<file path="src/rtl/fp_div_pkg.sv">
// Shared types and constants for the iterative binary32 divider.
// Latency: n/a (declarations only).
// Backpressure: n/a.
// Contents: FSM state enum, casesspecial flag encodings, exponent bias,
// quiet-NaN pattern and the all-ones exponent value.
package fp_div_pkg;

   typedef enum logic [1:0] {
      ST_IDLE   = 2'd0,
      ST_DIVIDE = 2'd1,
      ST_NORM   = 2'd2,
      ST_DONE   = 2'd3
   } state_t;

   // {Cero, +Inf, -Inf, NaN}; same encoding as the multiplier unit
   localparam logic [3:0] CS_ZERO   = 4'b1000;
   localparam logic [3:0] CS_PINF   = 4'b0100;
   localparam logic [3:0] CS_NINF   = 4'b0010;
   localparam logic [3:0] CS_NAN    = 4'b0001;
   localparam logic [3:0] CS_NORMAL = 4'b0000;

   localparam logic signed [9:0] BIAS    = 10'sd127;
   localparam logic [31:0]       QNAN    = 32'h7FC0_0000;
   localparam logic [7:0]        EXP_MAX = 8'hFF;

endpackage

</file>
<file path="src/rtl/fp_operand_class.sv">
// Classifies one binary32 operand as zero (denormals flushed), Inf or NaN.
// Latency: combinational.
// Backpressure: none.
// Ports: operand (32b in), is_zero / is_inf / is_nan (1b out each).
module fp_operand_class
   import fp_div_pkg::*;
(
   input  logic [31:0] operand,
   output logic        is_zero,
   output logic        is_inf,
   output logic        is_nan
);

   logic [7:0]  exp_f;
   logic [22:0] frac_f;

   assign exp_f  = operand[30:23];
   assign frac_f = operand[22:0];

   // exponent 0 covers both true zero and denormals, which are flushed
   assign is_zero = (exp_f == 8'h00);
   assign is_inf  = (exp_f == EXP_MAX) && (frac_f == 23'h0);
   assign is_nan  = (exp_f == EXP_MAX) && (frac_f != 23'h0);

endmodule

</file>
<file path="src/rtl/fp_divider_unit.sv">
// Iterative binary32 divider dataA / dataB, radix-2 restoring, truncating.
// Latency: done 26 edges after the accepting edge (specials: next cycle).
// Backpressure: start is only sampled in IDLE; starts while busy are dropped.
// Ports: clk, reset_n (async active-low), start, dataA, dataB in;
//        busy, done (1-cycle pulse), dataR (quotient), casesspecial out.
module fp_divider_unit
   import fp_div_pkg::*;
(
   input  logic        clk,
   input  logic        reset_n,
   input  logic        start,
   input  logic [31:0] dataA,
   input  logic [31:0] dataB,
   output logic        busy,
   output logic        done,
   output logic [31:0] dataR,
   output logic [3:0]  casesspecial
);

   state_t state, state_nxt;

   logic        sign_q;
   logic [7:0]  exp_a, exp_b;
   logic [23:0] mant_b;
   logic [24:0] rem;
   logic [24:0] quo;
   logic [4:0]  cnt;

   // ---------------- operand classification ----------------
   logic a_zero, a_inf, a_nan;
   logic b_zero, b_inf, b_nan;

   fp_operand_class u_class_a (
      .operand (dataA),
      .is_zero (a_zero),
      .is_inf  (a_inf),
      .is_nan  (a_nan)
   );

   fp_operand_class u_class_b (
      .operand (dataB),
      .is_zero (b_zero),
      .is_inf  (b_inf),
      .is_nan  (b_nan)
   );

   logic        sign_in;
   logic        sp_any;
   logic [31:0] sp_r;
   logic [3:0]  sp_cs;

   assign sign_in = dataA[31] ^ dataB[31];

   // first match wins: NaN, then Inf, then zero
   always_comb begin
      sp_any = 1'b1;
      sp_r   = 32'h0;
      sp_cs  = CS_NORMAL;
      if (a_nan || b_nan || (a_zero && b_zero) || (a_inf && b_inf)) begin
         sp_r  = QNAN;
         sp_cs = CS_NAN;
      end else if (a_inf || b_zero) begin
         sp_r  = {sign_in, EXP_MAX, 23'h0};
         sp_cs = sign_in ? CS_NINF : CS_PINF;
      end else if (a_zero || b_inf) begin
         sp_r  = {sign_in, 31'h0};
         sp_cs = CS_ZERO;
      end else begin
         sp_any = 1'b0;
      end
   end

   // ---------------- one restoring iteration ----------------
   logic        rem_ge;
   logic [24:0] rem_sub;
   logic [24:0] rem_next;

   assign rem_ge   = (rem >= {1'b0, mant_b});
   assign rem_sub  = rem_ge ? (rem - {1'b0, mant_b}) : rem;
   // rem_sub < mant_b < 2^24, so the shift never loses a set bit
   assign rem_next = rem_sub << 1;

   // ---------------- normalisation ----------------
   // mantissa ratio lies in (0.5, 2), so at most one position of adjustment
   logic signed [9:0] e_raw, e_adj;
   logic [22:0]       mant_n;
   logic [31:0]       norm_r;
   logic [3:0]        norm_cs;

   assign e_raw  = $signed({2'b00, exp_a}) - $signed({2'b00, exp_b}) + BIAS;
   assign e_adj  = quo[24] ? e_raw : (e_raw - 10'sd1);
   assign mant_n = quo[24] ? quo[23:1] : quo[22:0];

   always_comb begin
      norm_r  = {sign_q, e_adj[7:0], mant_n};
      norm_cs = CS_NORMAL;
      if (e_adj >= 10'sd255) begin
         norm_r  = {sign_q, EXP_MAX, 23'h0};
         norm_cs = sign_q ? CS_NINF : CS_PINF;
      end else if (e_adj <= 10'sd0) begin
         norm_r  = {sign_q, 31'h0};
         norm_cs = CS_ZERO;
      end
   end

   // ---------------- control FSM ----------------
   always_ff @(posedge clk or negedge reset_n) begin
      if (!reset_n) state <= ST_IDLE;
      else          state <= state_nxt;
   end

   always_comb begin
      state_nxt = state;
      busy      = (state != ST_IDLE);
      done      = (state == ST_DONE);
      case (state)
         ST_IDLE:   if (start) state_nxt = sp_any ? ST_DONE : ST_DIVIDE;
         ST_DIVIDE: if (cnt == 5'd0) state_nxt = ST_NORM;
         ST_NORM:   state_nxt = ST_DONE;
         ST_DONE:   state_nxt = ST_IDLE;
         default:   state_nxt = ST_IDLE;
      endcase
   end

   // ---------------- datapath registers ----------------
   always_ff @(posedge clk or negedge reset_n) begin
      if (!reset_n) begin
         sign_q       <= 1'b0;
         exp_a        <= 8'h0;
         exp_b        <= 8'h0;
         mant_b       <= 24'h0;
         rem          <= 25'h0;
         quo          <= 25'h0;
         cnt          <= 5'd0;
         dataR        <= 32'h0;
         casesspecial <= 4'h0;
      end else begin
         case (state)
            ST_IDLE: begin
               if (start) begin
                  sign_q <= sign_in;
                  exp_a  <= dataA[30:23];
                  exp_b  <= dataB[30:23];
                  mant_b <= {1'b1, dataB[22:0]};
                  rem    <= {2'b01, dataA[22:0]};
                  quo    <= 25'h0;
                  cnt    <= 5'd24;
                  // specials skip the divide, so publish the result now
                  if (sp_any) begin
                     dataR        <= sp_r;
                     casesspecial <= sp_cs;
                  end
               end
            end
            ST_DIVIDE: begin
               quo <= {quo[23:0], rem_ge};
               rem <= rem_next;
               if (cnt != 5'd0) cnt <= cnt - 5'd1;
            end
            ST_NORM: begin
               dataR        <= norm_r;
               casesspecial <= norm_cs;
            end
            default: ;
         endcase
      end
   end

endmodule

</file>
<file path="config.mk">
export PLATFORM = sky130hd
export DESIGN_NAME = fp_divider_unit
export DESIGN_NICKNAME = d
export VERILOG_FILES = /design/src/rtl/fp_div_pkg.sv /design/src/rtl/fp_operand_class.sv /design/src/rtl/fp_divider_unit.sv
export SDC_FILE = /design/constraint.sdc
export NUM_CORES = 1
export LEC_CHECK = 0
export BUFFER_PORTS_ARGS = -buffer_cell sky130_fd_sc_hd__buf_2
export CORE_ASPECT_RATIO = 1.4
export CORE_MARGIN = 5
export CORE_UTILIZATION = 37
export DETAILED_ROUTE_END_ITERATION = 12
export PLACE_DENSITY = 0.65
export SKIP_CTS_REPAIR_TIMING = 1
export SLEW_MARGIN = 20
export SYNTH_ARGS = -nofsm -noshare
export SYNTH_HDL_FRONTEND = slang
export SYNTH_HIERARCHICAL = 1
export SYNTH_SLANG_ARGS = --single-unit
</file>
<file path="constraint.sdc">
create_clock -name clk -period 5.3 [get_ports clk]
set_clock_uncertainty 0.2 [all_clocks]
set_input_delay 0 -clock clk [delete_from_list [all_inputs] [get_ports clk]]
set_output_delay 0 -clock clk [all_outputs]
set_load 0.1 [all_outputs]
</file>
==> results of run 1 <==
## power by group through the flow
stage	logic, mW	registers [mW]	clock network (mW)
floorplan	3.45	1.86	0
global placement	4.62	1.57	0
detailed placement	4.65	1.58	0
CTS	4.69	1.57	1.23
global route	5.27	1.62	1.28
finish	4.72	1.57	1.19
## metrics by stage
stage           util  setup WS (ns)
3_5_place_dp   0.415          0.861
5_1_grt        0.474          0.457
3_3_place_gp   0.415          0.985
6_report       0.474          0.985
4_1_cts        0.443           1.09
2_1_floorplan      -           1.88
## flip-flops by register name, summed over array words and instances (netlist names)
signal        cells
dataR            32
quo              25
rem              25
mant_b           24
exp_a             8
exp_b             8
cnt               5
casesspecial      4
state             2
sign_q            1
## Yosys cell counts (9+ instances only)
| cell | instances | area (sq um) |
|---|---|---|
| nor3_1 | 19 | 95.1 |
| a21oi_1 | 52 | 260 |
| xor2_1 | 16 | 140 |
| xnor2_1 | 17 | 149 |
| nand2_1 | 61 | 229 |
| mux2_2 | 43 | 484 |
| o22ai_1 | 9 | 56.3 |
| clkbuf_1 | 25 | 93.8 |
| nor4_1 | 16 | 100 |
| o21a_1 | 9 | 67.6 |
| ha_1 | 41 | 513 |
| o21ai_0 | 44 | 220 |
| inv_1 | 53 | 199 |
| nand4_1 | 12 | 75.1 |
| a21o_1 | 17 | 128 |
| o21ai_1 | 24 | 120 |
| dfrtp_1 | 134 | 3350 |
| and3_1 | 14 | 87.6 |
| mux2i_1 | 33 | 330 |
| nor2_1 | 53 | 199 |
| a22o_1 | 24 | 210 |
## how the worst max path moves through the flow
| stage | from | to | slack (ns) | depth (start not counted) |
|---|---|---|---|---|
| 6_report | dataB[1] | dataR[0]$_DFFE_PN0P_ | 0.98 | 14 |
| 5_1_grt | dataB[1] | dataR[0]$_DFFE_PN0P_ | 0.46 | 14 |
| 4_1_cts | exp_a[0]$_DFFE_PN0P_ | dataR[0]$_DFFE_PN0P_ | 1.09 | 14 |
| 3_5_place_dp | dataB[1] | dataR[0]$_DFFE_PN0P_ | 0.86 | 13 |
| 3_3_place_gp | dataB[1] | dataR[0]$_DFFE_PN0P_ | 0.98 | 13 |
| 2_1_floorplan | exp_a[0]$_DFFE_PN0P_ | dataR[13]$_DFFE_PN0P_ | 1.88 | 15 |
## critical path, cell delays in order
cell and delay (ns):
dlygate4sd3_1 0.54, buf_2 0.13, nor4_1 0.67, nand4_1 0.35, o21ba_2 0.31, a211oi_1 0.30
nand2_1 0.16, nor3_1 0.33, and2_1 0.23, nor2_1 0.06, a21oi_2 0.10, buf_4 0.31
a211o_1 0.67, o21ai_0 0.21
## metal layers
| metal | vias up | GRT usage | wire [um] |
|---|---|---|---|
| li1 | 3346 | - | - |
| met1 | 3267 | 0.205 | 9140 |
| met4 | 0 | 0.0619 | 471 |
| met3 | 35 | 0.0448 | 856 |
| met5 | - | 0 | 0 |
| met2 | 151 | 0.303 | 11100 |
## cells by family after synthesis
family / share of synthesized area
adder cells (fa/ha/maj): 0.0689
AO/OA/AOI/OAI: 0.192
AND/OR/NAND/NOR: 0.134
buffers and inverters: 0.0415
flip-flops: 0.418
XOR/XNOR: 0.0438
multiplexers: 0.102
## area by class of cell
type	instances	area, sq um	share of cell area
clock buffers	18	439	0.0436
clock inverters	14	155	0.0154
inverters	53	199	0.0197
multi-input cells	609	4360	0.432
flip-flops and latches	134	3350	0.333
well taps	260	325	0.0323
repair buffers	179	1250	0.124
==> summary.txt, run 1 <==
Yosys
  • Ys Warns: 6
  • Flops & latches, synth: between 100 and 150
  • Mean post-synth cell area: 9.68 sq um
  • Mapped Cells: 829
  • Synth cell types: 68
  • Async SR Flop Fraction: 1.00
  • Sequential fraction of the synthesis area: 0.418
  • Synth Net Count: 939
  • Primary FF master, synth: dfrtp_1
  • Mapped Area: 8020 sq um
  • Post-synth EDFFs: 0

Power and ir drop
  • Post-route total power: approximately 7.5 mW
  • P_sw: between 3 and 4 mW
  • Pint: between 3 and 4 mW
  • Clk pwr share: 0.160
  • Switching share of power: 0.478
  • Comb pwr share: 0.631
  • LEAKAGE: 4.60 nW
  • Max IR drop VDD: approximately 0.34 mV
  • PwrDens: between 700 and 800 nW/um^2
  • Reg power frac: 0.210

Floorplanning
  • Io pins: about 110
  • Initial cell density of the core: 0.377
  • Die Y: ~180 um
  • CORE AREA: between 20000 and 25000 sq um
  • Die width: between 100 and 150 um
  • Die area: around 25000 sq um
  • Cell row count: 63

Worst setup path
  • Crit path DAT: ~4.4 ns
  • Worst R2R Path Depth: 14
  • Max Fanout on Critical Path: 31
  • Reg-to-reg endpoint: dataR[0]$_DFFE_PN0P_
  • Data required, critical path: approximately 5.4 ns
  • Reg-to-reg setup timing slack: between 1 and 1.5 ns
  • Crit path kind: input pin to flop
  • Crit end category: flop
  • Reg2Reg Launch Point: exp_a[0]$_DFFE_PN0P_
  • Startpoint type of the worst setup path: input pin

Clocking
  • Clk sinks: between 100 and 150
  • CTS buffer count: 17
  • Clk_lat worst skew: ~0.42 ns
  • CTS max path bufs: 2
  • Worst-path clk slew: 0.07 ns
  • Root buffer cell: clkbuf_16
  • CTS tree: built
  • H-tree Lvls: 4

Finish
  • Finished Cell Area: between 10000 and 15000 sq um
  • Ant diodes: 0
  • Post-Layout Cell Count: 1267
  • FILL cells: roughly 2000
  • Nets: 1104
  • Area grow syn2layout: 25.7%
  • Share of cells above drive strength 1: 0.214
  • Most frequent cells in the layout: 134 x dfrtp_1, 103 x buf_2, 65 x dlygate4sd3_1
  • Leading cell type in the layout, fill and taps excluded: dfrtp_1

Global routing
  • Overall Global Routing Usage: 0.173
  • First-pass GRT wire length: 34500 um
  • Overflow after GRT: 0
  • Vias in the first global route: 6777
  • Initial antenna violation count: 0
  • Largest net degree at the start of global routing: 82

STA
  • Least-Margin Pin Slew: 0.833 ns
  • Rel. slew slack: 0.445
  • Tmin final: 4.32 ns
  • Fmax: between 200 and 250 MHz
  • Fin. max-slew vios: 0
  • Final setup viols: 0
  • Setup TNS: 0 ns
  • RSZ-0062 raised after global routing: false
  • Worst hold margin: -0.0368 ns
  • Tcrit/Tclk final: 0.814
  • Final Hold Viols: 4

Drt
  • Routed Antenna Nets: 0
  • DRT Pass-1 Iters: 4
  • Drt total wl: around 22000 um
  • DRC viols: 0
  • 1st-iter DRT viols: ~370
  • Vias/cell: about 5.4
  • DR vias: around 7000
  • Average wire per standard cell: between 15 and 20 um

Worst hold path
  • Hold Crit Depth: 4
  • Hold Path Class: input pin to flop
  • Hold path start: dataA[31]
  • Hold EP: casesspecial[2]$_DFFE_PN0P_

Placed design
  • Dpl cells: about 1200
  • Placed Area: around 8800 sq um
  • DP Wirelength: about 15000 um
  • GP Congestion: 0.878
  • Input/output buffers: roughly 100

Status
  • Outcome: finished with violations
  • Violations in the final reports: hold timing

Flow run
  • Max-capacitance violation count: 0
Note: power is estimated with default switching activity, not from simulation.
==> run 2: changes to the inputs <==
ABC_AREA = 1   (was unset)
clock period = 4.2 ns   (was 5.3 ns; I/O delays follow)
==> summary.txt, run 2 <==
Status
  • Outcome: completed

Drt
  • 1st-iter DRT viols: 466
  • Drt total wl: around 23000 um
  • Routed Antenna Nets: 0
  • DRC viols: 0
  • DR vias: between 8000 and 9000
  • DRT Pass-1 Iters: 5
  • Average wire per standard cell: 13.7 um
  • Vias/cell: ~5.0

STA
  • Rel. slew slack: 0.385
  • RSZ-0062 raised after global routing: false
  • Least-Margin Pin Slew: ~0.9 ns
  • Setup TNS: 0 ns
  • Fin. max-slew vios: 0
  • Tmin final: between 3 and 4 ns
  • Final Hold Viols: 0
  • Final setup viols: 0
  • Fmax: around 280 MHz
  • Tcrit/Tclk final: 0.865

Clocking
  • Root buffer cell: clkbuf_16
  • H-tree Lvls: 4
  • CTS buffer count: 17
  • Clk_lat worst skew: 0.43 ns
  • CTS tree: built
  • Clk sinks: ~130
  • Worst-path clk slew: around 0.070 ns
  • CTS max path bufs: 2

Worst setup path
  • Crit path kind: flop to flop
  • Data required, critical path: ~4.3 ns
  • Critical path's slowest cell: nand2_2
  • Crit path DAT: roughly 3.7 ns
  • CP max stage delay: approximately 0.5 ns
  • Startpoint type of the worst setup path: flop
  • Crit end category: flop
  • CP cell instances: inv_1, ha_1, inv_1, fa_1, inv_1, ha_1, nand2_1, nor2_2, nand3_1, inv_1, nand2_1, nor2_1, nand3_1, o21a_1, nand2_2, nand2_1, nand2_1, a21oi_1
  • Max Fanout on Critical Path: 31

Placed design
  • GP Congestion: between 0.8 and 0.9
  • DP Wirelength: 16200 um
  • Dpl cells: 1573
  • Input/output buffers: about 100

Floorplanning
  • Cell row count: between 60 and 70
  • CORE AREA: roughly 23000 sq um
  • Die area: 26300 sq um
  • Initial cell density of the core: 0.377
  • Io pins: between 100 and 150
  • Die width: about 140 um
  • Die Y: 190 um

Yosys
  • Flops & latches, synth: approximately 130
  • Synth cell types: 42
  • Synth top cells by count: 300 x nand2_1, 146 x nor2_1, 140 x inv_1, 134 x dfrtp_1, 115 x a21oi_1
  • Mean post-synth cell area: between 7 and 8 sq um
  • Largest area contributor in the netlist: dfrtp_1
  • Most common cell in the netlist: nand2_1
  • Mapped Area: around 8500 sq um
  • Primary FF master, synth: dfrtp_1
  • Ys Warns: 6
  • Synth Net Count: about 1300
  • Synth area leaders: dfrtp_1 39%, nand2_1 13%, a21oi_1 6.7%, nor2_1 6.4%, inv_1 6.1%
  • Mapped Cells: 1202
  • Sequential fraction of the synthesis area: 0.392
  • Post-synth EDFFs: 0
  • Async SR Flop Fraction: 1.00
  • Synth top area share: 0.392

Finish
  • Max FFs per register: 32
  • Area grow syn2layout: 25.7%
  • Most frequent cells in the layout: 300 x nand2_1, 146 x nor2_1, 140 x inv_1
  • Leading cell type in the layout, fill and taps excluded: nand2_1
  • Nets: 1480
  • Share of cells above drive strength 1: 0.124
  • Top flop regs: dataR (32), quo (25), rem (25)
  • Top reg by flops: dataR
  • Ant diodes: 0
  • Post-Layout Cell Count: around 1700

Flow run
  • Max-capacitance violation count: 0

Global routing
  • Overall Global Routing Usage: 0.166
  • Overflow after GRT: 0
  • First-pass GRT wire length: ~36000 um
  • Vias in the first global route: about 7700
  • Initial antenna violation count: 0
  • Largest net degree at the start of global routing: between 100 and 150

Worst hold path
  • Hold Path Class: input pin to flop
[run 2: changes by cell type after synthesis, moves of 32 or more]
cell / delta
inv_1: +87
nand2_1: +239
mux2i_1: -33
mux2_2: -43
o21ai_0: +32
nand3_1: +46
nor2_1: +93
a21oi_1: +63
[run 2: cell families after synthesis]
logic type,Yosys count,share of synthesized area
xor+xnor,19,0.0195
simple gates,569,0.281
flops,134,0.392
buf+inv,191,0.0870
fa+ha+maj,43,0.0647
compound gates,246,0.155
[run 2: path summary, 6_finish.rpt]
path / start / endpoint / slack, ns / depth (start not counted)
max: exp_a[0]$_DFFE_PN0P_ / dataR[23]$_DFFE_PN0P_ / 0.57 / 18
min: dataB[6] / mant_b[6]$_DFFE_PN0P_ / 0.12 / 4
max reg2reg: exp_a[0]$_DFFE_PN0P_ / dataR[23]$_DFFE_PN0P_ / 0.57 / 18
min reg2reg: casesspecial[0]$_DFFE_PN0P_ / casesspecial[0]$_DFFE_PN0P_ / 0.27 / 2
max in group asynchronous: reset_n / dataR[27]$_DFFE_PN0P_ / 2.94 / 4
min in group asynchronous: reset_n / quo[20]$_DFFE_PN0P_ / 0.47 / 4
[run 2: stage by stage]
| step | util | setup slack [ns] | cell area (sq um) | hold slack (ns) |
|---|---|---|---|---|
| global placement | 0.412 | 0.694 | 9350 | -0.0225 |
| finish | 0.473 | 0.566 | 10700 | 0.121 |
| detailed placement | 0.412 | 0.599 | 9350 | -0.00737 |
| global route | 0.473 | 0.235 | 10700 | 0.130 |
| CTS | 0.437 | 0.574 | 9910 | -0.470 |
| floorplan | - | 1.19 | 8550 | -0.496 |
[run 2: routing by layer]
metal	share of wire	routed length, um	track usage	vias to the layer above
met2	0.52	11900	0.313	172
met4	0.020	472	0.0449	0
met3	0.038	877	0.0332	38
met1	0.42	9750	0.191	3931
met5	0	0	0	-
li1	-	-	-	4285
[run 2: worst max-delay path, delay by kind of cell (launching register included)]
kind / cells / cell delay, ns
and+or+nand+nor: 9 / 1.29
adders and majority gates: 3 / 0.92
buffers and inverters: 4 / 0.31
DFF: 1 / 0.36
AOI/OAI and AO/OA: 2 / 0.39
[run 2: cell type report]
class,count,area (sq um)
clock inverter,14,128
clock buffer,18,439
fill,2320,12000
tap,301,377
inverter,144,541
timing repair buffer,196,1450
multi-input combinational,877,4450
sequential,134,3350
Power of run 2 is left out: the tool's default activity adds up to more than one toggle a clock period on the data nets, which glitch-free logic cannot reach.
